==> config.mk <==
export PLATFORM = sky130hd
export DESIGN_NAME = digital_fll_ctrl
export DESIGN_NICKNAME = d
export VERILOG_FILES = /design/src/rtl/digital_fll_ctrl.sv
export SDC_FILE = /design/constraint.sdc
export NUM_CORES = 1
export LEC_CHECK = 0
export ABC_AREA = 0
export BUFFER_PORTS_ARGS = -buffer_cell sky130_fd_sc_hd__buf_2
export CORE_MARGIN = 5
export CORE_UTILIZATION = 50
export CTS_CLUSTER_DIAMETER = 100
export DETAILED_ROUTE_END_ITERATION = 10
export PLACE_DENSITY = 0.71
export SLEW_MARGIN = 20
export SYNTH_ARGS = -nofsm -noshare
export SYNTH_HDL_FRONTEND = slang
export SYNTH_SLANG_ARGS = --single-unit
==> constraint.sdc <==
create_clock -name clock -period 10.5 [get_ports clock]
set_input_delay 1.575 -clock clock [delete_from_list [all_inputs] [get_ports clock]]
set_output_delay 1.575 -clock clock [all_outputs]
set_load 0.01 [all_outputs]
==> src/rtl/digital_fll_ctrl.sv <==
// Frequency-locked-loop controller for a ring-oscillator clock source.
// Counts DCO cycles per reference (osc) period and steps a thermometer
// trim code until the measured count matches the programmed divide ratio.
module digital_fll_ctrl #(
  parameter int unsigned TRIM_WIDTH = 26,
  parameter int unsigned DIV_WIDTH  = 5,
  parameter int unsigned CNT_WIDTH  = 7,
  parameter int unsigned TRIM_INIT  = 13,
  parameter int unsigned TOL        = 0,
  parameter int unsigned COARSE_THR = 4,
  parameter int unsigned LOCK_COUNT = 4
) (
  input  logic                  clock,
  input  logic                  reset,
  input  logic                  enable,
  input  logic                  dco,
  input  logic                  osc,
  input  logic [DIV_WIDTH-1:0]  div,
  input  logic [TRIM_WIDTH-1:0] ext_trim,
  output logic [TRIM_WIDTH-1:0] trim,
  output logic                  locked,
  output logic [CNT_WIDTH-1:0]  meas,
  output logic                  meas_valid
);

  localparam int unsigned TVW = $clog2(TRIM_WIDTH + 1);
  localparam int unsigned LKW = $clog2(LOCK_COUNT + 1);
  localparam int unsigned EW  = CNT_WIDTH + 1;

  typedef enum logic [1:0] {StIdle, StArm, StTrack, StLocked} state_e;

  state_e               state_q;
  logic                 osc_meta_q, osc_sync_q, osc_hist_q;
  logic                 rise;
  logic [CNT_WIDTH-1:0] cnt_q, cnt_inc;
  logic [TVW-1:0]       tval_q, tval_inc, tval_dec;
  logic [LKW-1:0]       lk_q, lk_inc;
  logic                 lock_hit;
  logic [EW-1:0]        err, err_abs;
  logic                 in_band, too_fast;
  logic [TVW:0]         tval_ext, step_ext, tval_sum;

  function automatic logic [TRIM_WIDTH-1:0] thermo(input logic [TVW-1:0] lvl);
    logic [TRIM_WIDTH-1:0] t;
    for (int i = 0; i < int'(TRIM_WIDTH); i++) begin
      t[i] = (i < int'(lvl));
    end
    return t;
  endfunction

  // Bring osc into the clock domain and keep one history bit for edge detection.
  always_ff @(posedge clock) begin
    if (reset) begin
      osc_meta_q <= 1'b0;
      osc_sync_q <= 1'b0;
      osc_hist_q <= 1'b0;
    end else begin
      osc_meta_q <= osc;
      osc_sync_q <= osc_meta_q;
      osc_hist_q <= osc_sync_q;
    end
  end

  assign rise = osc_sync_q & ~osc_hist_q;

  // Error, step size and clamped trim candidates for the current count.
  always_comb begin
    cnt_inc  = (&cnt_q) ? cnt_q : cnt_q + 1'b1;
    // Zero-extended subtraction; bit EW-1 is the sign since cnt and div never overflow EW bits.
    err      = {1'b0, cnt_q} - {{(EW - DIV_WIDTH){1'b0}}, div};
    err_abs  = err[EW-1] ? (~err + 1'b1) : err;
    in_band  = (err_abs <= EW'(TOL));
    too_fast = !err[EW-1] && !in_band;
    tval_ext = {1'b0, tval_q};
    step_ext = (err_abs >= EW'(COARSE_THR)) ? (TVW+1)'(2) : (TVW+1)'(1);
    tval_sum = tval_ext + step_ext;
    tval_inc = (tval_sum > (TVW+1)'(TRIM_WIDTH)) ? TVW'(TRIM_WIDTH) : tval_sum[TVW-1:0];
    tval_dec = (tval_ext < step_ext) ? '0 : TVW'(tval_ext - step_ext);
    lk_inc   = (lk_q >= LKW'(LOCK_COUNT)) ? lk_q : lk_q + 1'b1;
    lock_hit = (lk_inc >= LKW'(LOCK_COUNT));
  end

  // Loop FSM with registered trim, lock and measurement outputs.
  always_ff @(posedge clock) begin
    if (reset) begin
      state_q    <= StIdle;
      tval_q     <= TVW'(TRIM_INIT);
      cnt_q      <= '0;
      lk_q       <= '0;
      trim       <= thermo(TVW'(TRIM_INIT));
      locked     <= 1'b0;
      meas       <= '0;
      meas_valid <= 1'b0;
    end else if (!enable) begin
      state_q    <= StIdle;
      tval_q     <= TVW'(TRIM_INIT);
      cnt_q      <= '0;
      lk_q       <= '0;
      trim       <= thermo(tval_q);
      locked     <= 1'b0;
      meas_valid <= 1'b0;
    end else begin
      meas_valid <= 1'b0;
      cnt_q      <= rise ? CNT_WIDTH'(1) : cnt_inc;
      trim       <= dco ? ext_trim : thermo(tval_q);
      unique case (state_q)
        StIdle: begin
          cnt_q   <= '0;
          state_q <= StArm;
        end
        // First rise only aligns the counter to the reference.
        StArm: begin
          if (rise) state_q <= StTrack;
        end
        StTrack, StLocked: begin
          if (rise) begin
            meas       <= cnt_q;
            meas_valid <= 1'b1;
            if (dco || (div == '0)) begin
              lk_q    <= '0;
              locked  <= 1'b0;
              state_q <= StTrack;
            end else if (in_band) begin
              lk_q <= lk_inc;
              if (lock_hit) begin
                locked  <= 1'b1;
                state_q <= StLocked;
              end
            end else begin
              lk_q    <= '0;
              locked  <= 1'b0;
              state_q <= StTrack;
              tval_q  <= too_fast ? tval_inc : tval_dec;
            end
          end
        end
      endcase
      // Pass-through mode freezes the loop; leaving it resumes tracking directly.
      if (dco) begin
        lk_q   <= '0;
        locked <= 1'b0;
        if (state_q == StLocked) state_q <= StTrack;
      end
    end
  end

endmodule

==> out/results.txt, run 1 <==
outcome -> complete, no violations
overall routing resource usage -> 19.21%
Seq/Total Area, Yosys -> 37.82%
Max clock buf depth -> 2
vias per inst -> 5.505
Placement Setup Slack -> 5.060 ns
footprint of the multi-input gates -> 1680 um^2
post-synth design cell area -> 2912 um^2
DP Area -> 3271 um^2
Hold Crit Start -> osc_meta_q$_SDFF_PP0_
# setup viols final -> 0
Worst setup SP type -> input pin
Sink Count -> 55
Sequential Power Share -> 53.9%
Crit path required time -> 10.70 ns
leading cell type in the layout, fill and taps excluded -> buf_2
drt total wl -> 7.110 mm
sw frac -> 23.63%
CTS root buffer -> clkbuf_8
routability cong. -> 0.9441
Critical Path Fanout Max -> 9
Initial Utilization -> 52.23%
Post-synth EDFFs -> 0
Seq. cell area -> 1101 um^2
clock-pin slew on the worst setup and hold paths -> 0.09 ns
DRT Pass-1 Iters -> 4
Post CTS Setup Buffer Count -> 0
R2R cell count -> 15
Die Ht -> 86.31 um
Primary FF master, synth -> dfxtp_1
most frequent cells in the layout -> buf_2 (70), dfxtp_1 (55), nor2_1 (45)
cell internal pwr -> 0.0003026 W
filler cell count -> 544
Die W -> 86.31 um
CP cell instances -> buf_2 > ha_1 > fa_1 > nand2b_2 > a21oi_4 > xor2_1 > o2111ai_1 > a211oi_4 > xnor2_1 > ha_1 > a21oi_1 > or2_1 > a221oi_1 > or3_4 > a211o_1
largest net degree at the start of global routing -> 39
total CTS buffers -> 5
nets -> 470
Via Count -> 2725
dominant cells by area after synthesis -> dfxtp_1 (38%), nor2_1 (5.8%), a21oi_1 (5.7%)
pins over their slew limit -> 0
Core Util, Final -> 60.52%
total power -> 0.0003962 W
vias in the first global route -> 2535
# resized after CTS -> 0
post-synth top area share -> 37.82%
die area -> 7449 um^2
Period Utilization, post-route -> 49.01%
Pwr Density -> 117.4 nW/um^2
Synth Instances -> 367
clock power share -> 34.0%
Hold Path Depth -> 1
Global Route met2 Usage -> 30.34%
combinational power share -> 12.2%
post-route design area -> 3373 um^2
Top Usage Layer GRT -> met2
layout cells sized above 1 -> 20.80%
post-synth cell types -> 53
Critical R2R Launch -> cnt_q[0]$_SDFFE_PP0P_
syn_nets -> 414
worst hold path type -> reg2reg
Final Hold Viols -> 0
Syn. warnings -> 0
FMAX -> 194.3 MHz
slowest stage cell, crit path -> fa_1
min cycle time layout -> 5.146 ns
Avg Inst Size Synth -> 7.933 um^2
flop-to-flop setup slack -> 6.19 ns
Setup Crit Path Kind -> in2reg
MaxCap Viol Count -> 0
# IOs -> 71
Net Switching -> 0.00009361 W
R2R Path End -> tval_q[0]$_SDFFE_PP1P_
# H-tree levels -> 2
Synth area leader -> dfxtp_1
initial antenna violation count -> 0
endpoint class of the critical path -> flop
hold endpoint -> osc_sync_q$_SDFF_PP0_
CTS Hold Buffers Added -> 0
critical path arrival -> 5.35 ns
Total Negative Setup Slacks -> 0 ns
total grt overflow -> 0
Worst path most repeated cell -> ha_1
# diodes -> 0
Max-slew headroom -> 46.43%
per-cell routed wire length -> 14.36 um
Clock Skew -> 0.01101 ns
CTS tree -> yes
met3 usage in global routing -> 3.707%
starting DRC count in detailed routing -> 121
M1 GR Usage -> 26.67%
site row count -> 27
setup ws final -> 5.354 ns
Skew-Pair Late Insertion Delay -> 0.30 ns
first-pass GRT wire length -> 11.76 mm
core footprint -> 5574 um^2
P_leak -> 1.370 nW
RSZ-0062 raised after global routing -> no
Slew @ Worst Pin -> 0.8024 ns
Crit path largest cell delay -> 0.50 ns
VDD IR-drop max -> 0.00009900 V
antenna viol nets, final -> 0
DRC Markers -> 0
Synth Register Bits -> 55
hpwl dp -> 5.298 mm
PortBufs -> 70
asr flop ratio synth -> 0%
Area Growth Syn to Fin -> 15.86%
cell families after synthesis:
kind of cell	share of synthesized area [%]
flip-flops	37.82
AND/OR/NAND/NOR	26.73
adder cells (fa/ha/maj)	4.985
XOR/XNOR	3.008
buffers and inverters	4.469
multiplexers	1.418
AO/OA/AOI/OAI	21.57
routing by layer:
layer,wire [um],vias to the layer above
met5,0,-
met1,3330,1219
met4,88,0
met2,3131,102
li1,-,1394
met3,559,10
state kept, by name, summed over array words and instances, names as in the netlist:
signal,flops
state_q,2
lk_q,3
osc_hist_q,1
meas,7
tval_q,5
osc_sync_q,1
cnt_q,7
meas_valid,1
locked,1
trim,26
osc_meta_q,1
worst max-delay path by stage:
stage,from,end
3_3_place_gp,div[0],tval_q[0]$_SDFFE_PP1P_
2_1_floorplan,div[0],tval_q[0]$_SDFFE_PP1P_
3_5_place_dp,div[0],tval_q[0]$_SDFFE_PP1P_
4_1_cts,div[0],tval_q[0]$_SDFFE_PP1P_
5_1_grt,div[0],tval_q[0]$_SDFFE_PP1P_
6_report,div[0],tval_q[0]$_SDFFE_PP1P_
final cells by class:
| type | instances | share of cell area (%) |
|---|---|---|
| Inverter | 13 | 1.447 |
| Sequential cell | 55 | 32.64 |
| Tap cell | 72 | 2.671 |
| Timing Repair Buffer | 70 | 10.39 |
| Clock buffer | 6 | 2.151 |
| Clock inverter | 1 | 0.8902 |
| Multi-Input combinational cell | 278 | 49.81 |
worst max-delay path: cells and delay by family:
family          cells  cell delay (ns)
simple gates        3             0.84
compound gates      6             1.52
fa+ha+maj           3             0.97
buf+inv             1             0.11
xor+xnor            2             0.33
power by group through the flow:
stage | Sequential (W) | Clock, W | Combinational, W
final | 0.000213 | 0.000135 | 0.0000482
after global routing | 0.000214 | 0.000148 | 0.0000538
after CTS | 0.000213 | 0.000139 | 0.0000483
after detailed placement | 0.000218 | 0 | 0.0000480
after global placement | 0.000218 | 0 | 0.0000473
after floorplan | 0.000220 | 0 | 0.0000310
stage by stage:
step | hold WS (ns) | instances
after detailed placement | 0.4332 | 488
after global placement | 0.4206 | 488
after global routing | 0.4841 | 495
after CTS | 0.4536 | 495
final | 0.4464 | 495
after floorplan | 0.4138 | 367
cells in the mapped netlist, types with 2 or more instances:
master    number
nand4b_1       2
nand4_1        5
nand2b_1      15
a21oi_1       33
nor3_1        10
mux2i_1        3
nand3_1       13
xor2_1         4
a211o_1        3
a221oi_1       2
clkbuf_1      19
nor2_1        45
ha_1          10
a22oi_1        4
a311oi_1       2
and3_1         2
inv_1         13
o22ai_1        8
o211ai_1       3
and2_1         5
xnor2_1        6
a31oi_1        2
nand3b_1       2
buf_2          2
a211oi_1       3
or3_1          2
nor2b_1        9
o21ai_0       20
a221o_1        2
nand2_1       37
o21bai_1       5
dfxtp_1       55
Note: power is estimated with default switching activity, not from simulation.
==> run 2: changes to the inputs <==
--- a/config.mk
+++ b/config.mk
@@ -8,10 +8,10 @@
 export ABC_AREA = 0
 export BUFFER_PORTS_ARGS = -buffer_cell sky130_fd_sc_hd__buf_2
 export CORE_MARGIN = 5
-export CORE_UTILIZATION = 50
+export CORE_UTILIZATION = 48
 export CTS_CLUSTER_DIAMETER = 100
 export DETAILED_ROUTE_END_ITERATION = 10
-export PLACE_DENSITY = 0.71
+export PLACE_DENSITY = 0.72
 export SLEW_MARGIN = 20
 export SYNTH_ARGS = -nofsm -noshare
 export SYNTH_HDL_FRONTEND = slang
==> constraint.sdc (replaced) <==
create_clock -name clock -period 4.2 [get_ports clock]
set_input_delay 0.63 -clock clock [delete_from_list [all_inputs] [get_ports clock]]
set_output_delay 0.63 -clock clock [all_outputs]
set_load 0.01 [all_outputs]
==> out/results.txt, run 2 (synthesized netlist as in run 1, its figures left out) <==
Post CTS Setup Buffer Count -> 0 (unchanged)
CTS tree -> yes (unchanged)
die area -> 7723 um^2 (was 7449 um^2)
endpoint class of the critical path -> flop (unchanged)
Die W -> 87.88 um (was 86.31 um)
filler cell count -> 557 (was 544)
core footprint -> 5921 um^2 (was 5574 um^2)
initial antenna violation count -> 0 (unchanged)
nets -> 475 (was 470)
Max-slew headroom -> 44.46% (was 46.43%)
Biggest register -> trim (unchanged)
Area Growth Syn to Fin -> 17.40% (was 15.86%)
hpwl dp -> 5.354 mm (was 5.298 mm)
MaxCap Viol Count -> 0 (unchanged)
Clock Skew -> 0.007046 ns (was 0.01101 ns)
outcome -> complete, no violations (unchanged)
routability cong. -> 0.8742 (was 0.9441)
DRC Markers -> 0 (unchanged)
CP cell instances -> inv_1 > ha_1 > fa_1 > nand2b_2 > a21oi_4 > xor2_1 > o2111ai_1 > a211oi_4 > xnor2_1 > ha_1 > a21oi_1 > or2_1 > a221oi_1 > or3_4 > a211o_1 (was buf_2 > ha_1 > fa_1 > nand2b_2 > a21oi_4 > xor2_1 > o2111ai_1 > a211oi_4 > xnor2_1 > ha_1 > a21oi_1 > or2_1 > a221oi_1 > or3_4 > a211o_1)
CTS Hold Buffers Added -> 0 (unchanged)
slowest stage cell, crit path -> dfxtp_1 (was fa_1)
Crit path required time -> 4.41 ns (was 10.70 ns)
Largest regs -> trim x26, cnt_q x7, meas x7 (unchanged)
# diodes -> 0 (unchanged)
Setup Crit Path Kind -> reg2reg (was in2reg)
WP depth -> 15 (unchanged)
first-pass GRT wire length -> 11.32 mm (was 11.76 mm)
RSZ-0062 raised after global routing -> no (unchanged)
# IOs -> 71 (unchanged)
starting DRC count in detailed routing -> 204 (was 121)
Max clock buf depth -> 2 (unchanged)
leading cell type in the layout, fill and taps excluded -> buf_2 (unchanged)
Period Utilization, post-route -> 93.98%
DP Area -> 3312 um^2 (was 3271 um^2)
R2R cell count -> 15 (unchanged)
Slew @ Worst Pin -> 0.8320 ns (was 0.8024 ns)
site row count -> 28 (was 27)
layout cells sized above 1 -> 21.96% (was 20.80%)
Final Hold Viols -> 0 (unchanged)
# H-tree levels -> 2 (unchanged)
P_leak -> 1.394 nW (was 1.370 nW)
Hold Path Depth -> 1 (unchanged)
total grt overflow -> 0 (unchanged)
drt total wl -> 7.196 mm (was 7.110 mm)
per-cell routed wire length -> 14.31 um (was 14.36 um)
Crit path largest cell delay -> 0.46 ns (was 0.50 ns)
# resized after CTS -> 0 (unchanged)
post-route design area -> 3418 um^2 (was 3373 um^2)
# setup viols final -> 0 (unchanged)
worst hold path type -> reg2reg (unchanged)
max reg flops -> 26 (unchanged)
Sink Count -> 55 (unchanged)
cell family with most CP delay -> compound AO/OA/AOI/OAI gates (unchanged)
Worst setup SP type -> flop (was input pin)
critical path arrival -> 4.15 ns (was 5.35 ns)
final non-filler cell total -> 503 (was 495)
Die Ht -> 87.88 um (was 86.31 um)
Initial Utilization -> 49.18% (was 52.23%)
Total Negative Setup Slacks -> 0 ns (unchanged)
total CTS buffers -> 5 (unchanged)
PortBufs -> 70 (unchanged)
Pwr Density -> 294.0 nW/um^2 (was 117.4 nW/um^2)
most frequent cells in the layout -> buf_2 (70), dfxtp_1 (55), nor2_1 (45) (unchanged)
largest net degree at the start of global routing -> 39 (unchanged)
CTS root buffer -> clkbuf_8 (unchanged)
DRT Pass-1 Iters -> 5 (was 4)
Core Util, Final -> 57.73% (was 60.52%)
Critical Path Fanout Max -> 5 (was 9)
Worst path most repeated cell -> ha_1 (unchanged)
Buf/Inv on CP -> 1 (unchanged)
clock-pin slew on the worst setup and hold paths -> 0.10 ns (was 0.09 ns)
min cycle time layout -> 3.947 ns
overall routing resource usage -> 18.24% (was 19.21%)
placed insts -> 496 (was 488)
Via Count -> 2766 (was 2725)
antenna viol nets, final -> 0 (unchanged)
vias per inst -> 5.499 (was 5.505)
VDD IR-drop max -> 0.0001892 V (was 0.00009900 V)
Skew-Pair Late Insertion Delay -> 0.31 ns (was 0.30 ns)
vias in the first global route -> 2430 (was 2535)
FMAX -> 253.4 MHz
pins over their slew limit -> 0 (unchanged)
run 2: routing by layer:
layer | share of wire (%) | vias up | track usage (%)
li1 | - | 1411 | -
met3 | 8.3 | 10 | 4.045
met1 | 45 | 1244 | 25.39
met5 | 0 | - | 0
met4 | 1.3 | 0 | 4.324
met2 | 45 | 101 | 28.84
run 2: per-stage QoR:
stage          total power [W]  setup slack [ns]  hold WS (ns)
3_3_place_gp         0.0006693            0.1869        0.4168
2_1_floorplan        0.0006267            0.1637        0.4138
5_1_grt               0.001047           0.01265        0.4620
4_1_cts               0.001016            0.2870        0.4490
6_report              0.001005            0.2530        0.4451
3_5_place_dp         0.0006719           0.06556        0.4264
run 2: layout make-up:
| cell class | count | area (um^2) | area share, % |
|---|---|---|---|
| tap | 75 | 93.84 | 2.745 |
| inverter | 13 | 48.80 | 1.428 |
| multi-input combinational | 278 | 1680 | 49.16 |
| clock buffer | 5 | 68.82 | 2.013 |
| timing repair buffer | 75 | 387.9 | 11.35 |
| clock inverter | 2 | 37.54 | 1.098 |
| sequential | 55 | 1101 | 32.21 |
run 2: where the power goes:
part / total (W) / switching [W] / internal, W
Clock: 0.000344 / 0.000170 / 0.000174
Combinational: 0.000127 / 0.0000721 / 0.0000554
Sequential: 0.000533 / 0.00000299 / 0.000530
Total: 0.00100 / 0.000245 / 0.000760
run 2: final timing paths:
check / endpoint / from / slack, ns
min: osc_sync_q$_SDFF_PP0_ / osc_meta_q$_SDFF_PP0_ / 0.45
max: tval_q[0]$_SDFFE_PP1P_ / cnt_q[0]$_SDFFE_PP0P_ / 0.25
min reg2reg: osc_sync_q$_SDFF_PP0_ / osc_meta_q$_SDFF_PP0_ / 0.45
max reg2reg: tval_q[0]$_SDFFE_PP1P_ / cnt_q[0]$_SDFFE_PP0P_ / 0.25
run 2: worst reg2reg max path, stage by stage, from the launching register on:
cell and delay [ns]:
dfxtp_1 0.46, inv_1 0.07, ha_1 0.22, fa_1 0.38, nand2b_2 0.20, a21oi_4 0.16
xor2_1 0.18, o2111ai_1 0.22, a211oi_4 0.32, xnor2_1 0.12, ha_1 0.22, a21oi_1 0.33
or2_1 0.20, a221oi_1 0.08, or3_4 0.42, a211o_1 0.26
